**config.mk**
```make
export PLATFORM = sky130hd
export DESIGN_NAME = multiplier
export DESIGN_NICKNAME = d
export VERILOG_FILES = /design/src/rtl/multiplier_pkg.sv /design/src/rtl/full_adder.sv /design/src/rtl/multiplier.sv
export SDC_FILE = /design/constraint.sdc
export NUM_CORES = 1
export LEC_CHECK = 0
export ABC_AREA = 1
export CORE_AREA = 2 2 39 41
export CTS_BUF_LIST = sky130_fd_sc_hd__clkbuf_16
export DETAILED_ROUTE_END_ITERATION = 8
export DIE_AREA = 0 0 41 43
export GPL_ROUTABILITY_DRIVEN = 1
export PLACE_DENSITY = 0.5
export SETUP_SLACK_MARGIN = 0.3
export SYNTH_ARGS = -nofsm -noshare
export SYNTH_HDL_FRONTEND = slang
export SYNTH_SLANG_ARGS = --single-unit
```
**constraint.sdc**
```tcl
create_clock -name clk -period 0.8 [get_ports clk]
set_input_delay 0.2 -clock clk [delete_from_list [all_inputs] [get_ports clk]]
set_output_delay 0.2 -clock clk [all_outputs]
set_load 0.005 [all_outputs]
```
**src/rtl/multiplier_pkg.sv**
```systemverilog
// Shared constants and helpers for the array multiplier.
package multiplier_pkg;

  // Operand widths the array is meant to be built for.
  localparam int unsigned MIN_WIDTH = 2;
  localparam int unsigned MAX_WIDTH = 8;

  // Full-precision product width for a given operand width.
  function automatic int unsigned product_width(input int unsigned width);
    return 2 * width;
  endfunction

endpackage

```
**src/rtl/full_adder.sv**
```systemverilog
// Single-bit full adder: the only arithmetic cell of the multiplier array.
module full_adder (
  input  logic a,
  input  logic b,
  input  logic cin,
  output logic sum,
  output logic cout
);

  assign sum  = a ^ b ^ cin;
  assign cout = (a & b) | (a & cin) | (b & cin);

endmodule

```
**src/rtl/multiplier.sv**
```systemverilog
// Unsigned WIDTH x WIDTH array multiplier with a single registered output stage.
//
// Row 0 is the plain partial-product row A & B[0]. Each following row r adds
// partial-product row A & B[r] to the upper bits of the previous row using a
// ripple-carry chain of full adders. The low bit of each row drops out as a
// finished product bit; the last row supplies the upper half of the product.
module multiplier
  import multiplier_pkg::*;
#(
  parameter int unsigned WIDTH = 2
) (
  input  logic                 clk,
  input  logic                 rst_n,
  input  logic [WIDTH-1:0]     A,
  input  logic [WIDTH-1:0]     B,
  input  logic                 in_valid,
  output logic [2*WIDTH-1:0]   product,
  output logic                 out_valid
);

  localparam int unsigned PW = product_width(WIDTH);

  // pp[i][j] = A[j] & B[i]
  logic [WIDTH-1:0] pp        [WIDTH];
  // Second addend of each adder row (shifted previous row plus its carry-out).
  logic [WIDTH-1:0] row_b     [1:WIDTH-1];
  logic [WIDTH-1:0] row_sum   [1:WIDTH-1];
  // row_carry[r][0] is the row's carry-in, row_carry[r][WIDTH] its carry-out.
  logic [WIDTH:0]   row_carry [1:WIDTH-1];
  logic [PW-1:0]    product_comb;

  // Partial-product AND plane.
  for (genvar i = 0; i < WIDTH; i++) begin : g_pp_row
    for (genvar j = 0; j < WIDTH; j++) begin : g_pp_bit
      assign pp[i][j] = A[j] & B[i];
    end
  end

  // Adder rows.
  for (genvar r = 1; r < WIDTH; r++) begin : g_row
    // Bit 0 of every row is a half-adder position: full adder with cin tied low.
    assign row_carry[r][0] = 1'b0;

    if (r == 1) begin : g_first
      // Nothing to carry into the top bit yet, so it sees a constant zero.
      assign row_b[r] = {1'b0, pp[0][WIDTH-1:1]};
    end else begin : g_next
      assign row_b[r] = {row_carry[r-1][WIDTH], row_sum[r-1][WIDTH-1:1]};
    end

    for (genvar j = 0; j < WIDTH; j++) begin : g_cell
      full_adder u_fa (
        .a    (pp[r][j]),
        .b    (row_b[r][j]),
        .cin  (row_carry[r][j]),
        .sum  (row_sum[r][j]),
        .cout (row_carry[r][j+1])
      );
    end

    assign product_comb[r] = row_sum[r][0];
  end

  assign product_comb[0]        = pp[0][0];
  assign product_comb[PW-1:WIDTH] = {row_carry[WIDTH-1][WIDTH], row_sum[WIDTH-1][WIDTH-1:1]};

  // Output register: capture the array result on accepted operands, hold otherwise.
  // NOTE: non-blocking assignments so both registers update from pre-edge values;
  // operands seen while in_valid is low never reach product.
  always_ff @(posedge clk or negedge rst_n) begin
    if (!rst_n) begin
      product   <= '0;
      out_valid <= 1'b0;
    end else begin
      out_valid <= in_valid;
      if (in_valid) begin
        product <= product_comb;
      end
    end
  end

endmodule

```
* After elaboration in Yosys (flattened, before gate mapping)
Cells that the tools add are included.
** Word-level totals
- Input port bits :: 7
- Flip-flop bits (word level) :: 5
- Output and inout port bits :: 5
** Cells by class
- Bitwise logic cells :: 8
** Operator list (count)
- 1-bit AND :: 6
- 1-bit XOR :: 2

* Depth between registers and ports, before layout
- Depth after elaboration :: 3
- Gate-level depth with buffers :: 6

* Modules after synthesis
Synthesis repeated with hierarchy kept, for this count alone.
** Unflattened totals
- Cells, all modules :: 27
- Area, all modules :: 241.5 um^2
** Modules (own cells, without submodules)
- multiplier :: sequential area each 125.1 um^2, times used 1, cells each 25, area each 201.4 um^2
- full_adder :: sequential area each 0.0 um^2, times used 2, cells each 1, area each 20.0 um^2

* Worst setup path before layout
Ideal clock, no wire load.
- Kind :: in2reg
- Start point :: input A[0]
- End point :: register product[2]
- Data arrival time :: 0.815 ns
- Buffers on the path :: 0
- Cell stages on the path :: 6
- Library setup time :: 0.116 ns
- Slack :: -0.131 ns
- Cells stage by stage :: nand2_1 inv_1 ha_1 ha_1 nand2_1 nand2_1
** On the way
- Word-level cells in the longest chain between the ends :: 3
** RTL lines
- from (decl) :: RTL line multiplier.sv:14 : input logic [WIDTH-1:0] A,
- 1-bit AND :: RTL line multiplier.sv:35 : assign pp[i][j] = A[j] & B[i];
- 1-bit AND :: RTL line full_adder.sv:11 : assign cout = (a & b) | (a & cin) | (b & cin);
- 1-bit XOR :: RTL line full_adder.sv:10 : assign sum = a ^ b ^ cin;
- via g_row[1].g_cell[1].u_fa.sum :: RTL line full_adder.sv:6 : output logic sum,
- to (signal assigned) :: RTL line multiplier.sv:77 : product <= product_comb;
- to (decl) :: RTL line multiplier.sv:17 : output logic [2*WIDTH-1:0] product,
The timed path passes the listed nets, and every way through them passes these cells.
A chain may end at the register's enable or synchronous reset.

* Final worst setup path
- Start point :: register product[2]
- End point :: output product[2]
No word-level cell between the ends.

==> results.tsv <==
stage	metric	value	unit
synth	ys_seq_elements	5	
worst_setup_path	worst_ep_required_time	600	ps
sta	period_needed	918.9	ps
sta	setup_violations	5	
synth	syn_area	222.7	sq um
worst_setup_path	slowest_stage	dfrtp_1	
worst_setup_path	crit_buf_inv	1	
detailed_routing	wire_per_inst	8.098	um
layout	antenna_cells	0	
sta	clock_skew	0	ps
die	die-height	43	um
placed_design	dp.cells	54	
layout	drive_gt1_share	57.78	%
worst_setup_path	timing.rr.start	product[0]	
global_routing	grt_pass1_vias	215	
worst_setup_path	path_max_fanout	2	
synth	ys_types	6	
detailed_routing	dr.pass1.iters	3	
layout	final_cell_count_no_fill	61	
die	io-pin-count	12	
sta	worst_slew_pin_slew	227.8	ps
detailed_routing	finalWirelength	494	um
worst_setup_path	path_cells	buf_2	
cts	clk_latency	230	ps
global_routing	grt-ovfl-total	0	
die	rows	14	
power_and_ir_drop	p_total	0.001225	W
run_status	violations	setup timing	
layout	area_delta_synth_final	119.7	%
global_routing	grt_max_degree	7	
worst_setup_path	ff2ff_path_depth	4	
cts	cts_tree	yes	
sta	fmax	1088	MHz
min_path	hold_start	in_valid	
placed_design	portBuffers	11	
sta	final_critical_path_setup_slack	-118.9	ps
layout	multiInputGateArea	127.6	sq um
run	maxCapViolCount	0	
placed_design	preCtsSetupSlack	-655.3	ps
layout	fin_nets	55	
min_path	min_to	out_valid	
cts	path_clk_slew	30	ps
synth	syn_inst	26	
min_path	hold_path.class	in -> reg	
synth	yosys.area.top_type_share	56.18	%
worst_setup_path	r2r_end	product[0]	
global_routing	grt.total_usage	8.056	%
worst_setup_path	cp-end-kind	output pin	
layout	fillers	153	
die	coreArea	1384	sq um
sta	drv_slew	0	
detailed_routing	drt_drc_violations_left	0	
layout	regArea	125.1	sq um
die	die_w	41	um
sta	rsz0062_at_grt	true	
worst_setup_path	r2r_slack	20	ps
global_routing	antenna_found_initial	0	
synth	syn-num-nets	35	
run_status	status	finished, violations left	
detailed_routing	viasPerCell	3.705	
sta	fin_crit_sh	114.9	%
placed_design	gp_congestion	0.6886	
detailed_routing	vias	226	
die	initial_utilization	16.09	%
power_and_ir_drop	powerDensity	2503	nW/um^2
power_and_ir_drop	ir_drop	1721	uV
cts	cts-root-buf	clkbuf_16	
worst_setup_path	worst_setup_path_start_kind	register	
cts	htreeDepth	1	
synth	yosys_warnings	0	
cts	cts.path.max_buffers	2	
cts	cts_sinks	5	
synth	synth_area_leaders	dfrtp_1 56%, nand2_1 24%, ha_1 11%, inv_1 5.1%, nand3_1 2.2%	
min_path	hold_depth	1	
worst_setup_path	cp_top_family	flip-flops	
sta	slew_headroom	84.77	%
worst_setup_path	worstSetupPathType	reg -> out	
power_and_ir_drop	leakagePower	0.2772	nW
die	die-area	1763	sq um
layout	fin_util	35.35	%
synth	synth.avg_cell_area	8.566	sq um
detailed_routing	drt-initial-drc-count	1	
worst_setup_path	cpPeakStageDelay	360	ps
cts	cts_made_buffers	3	
synth	yosysSeqAreaShare	56.18	%
detailed_routing	antenna_left	0	
synth	post-synth-top-area-cell	dfrtp_1	
global_routing	grt_pass1_wl	862	um
sta	finalHoldViolations	0	
worst_setup_path	arrival	720	ps
synthesized netlist by cell type (all sizes together):
cell / instances
nand2: 14
inv: 4
ha: 2
dfrtp: 5
nand3: 1
flip-flops by register name (all words and copies together), names as in the netlist:
name       flops
out_valid      1
product        4
power breakdown:
part / internal, W / switching, W
clock: 0.000647 / 0.000164
combinational: 0.0000780 / 0.0000555
sequential: 0.000273 / 0.00000755
total: 0.000998 / 0.000227
per-stage QoR:
step                      instance area (sq um)  hold slack, ps  TNS (ps)
after global placement                    385.4           447.5     -3146
after floorplan                           247.7          -95.59    -75.68
after global routing                      489.2           187.8    -672.6
final                                     489.2           175.9    -549.2
after detailed placement                  385.4           442.6     -3150
after CTS                                 475.5           200.6    -581.0
logic make-up (layout without fill, tap and decap cells):
family	count (synthesis)	count (layout)	synth area share, %
simple gates	15	15	25.84
flops	5	5	56.18
fa+ha+maj	2	2	11.23
buf+inv	4	23	6.740
how the worst max path moves through the flow:
stage                     depth (start not counted)         end        from  slack, ps
after global routing                              1  product[1]  product[1]       -140
final                                             1  product[2]  product[2]       -120
after floorplan                                   6  product[2]        A[0]        -80
after global placement                            7  product[2]        B[0]       -650
after CTS                                         1  product[1]  product[1]       -130
after detailed placement                          7  product[2]        B[0]       -660
cell usage in the layout, fill, tap and decap left out:
cell             netlist  final
buf_2                  0      5
buf_4                  0      3
buf_6                  0      4
buf_8                  0      1
clkbuf_16              0      3
clkbuf_2               0      1
clkdlybuf4s50_1        0      1
dfrtp_1                5      5
ha_4                   0      2
inv_1                  3      2
inv_2                  1      3
nand2_1               14     10
nand2_2                0      2
nand2_4                0      2
nand3_1                1      1
repair_timing:
action,in CTS,in global routing
gates resized for setup,47,4
setup buffers,2,1
setup endpoints to repair,10,9
hold buffers,0,0
cloned,0,0
pin swaps,6,2
cell type report:
cell class / count / share of cell area, %
inverter: 4 / 3.069
timing repair buffer: 15 / 25.06
clock inverter: 1 / 0.7673
clock buffer: 3 / 15.35
multi-input combinational: 17 / 26.09
sequential: 5 / 25.58
tap: 16 / 4.092
per-layer routing:
metal / up-vias / track usage [%] / part of all wire (%)
met5: - / 0 / 0
met4: 0 / 6.000 / 4.0
met3: 2 / 6.283 / 12
met2: 9 / 10.31 / 47
met1: 101 / 8.442 / 36
li1: 114 / - / -
Note: power is estimated with default switching activity, not from simulation.
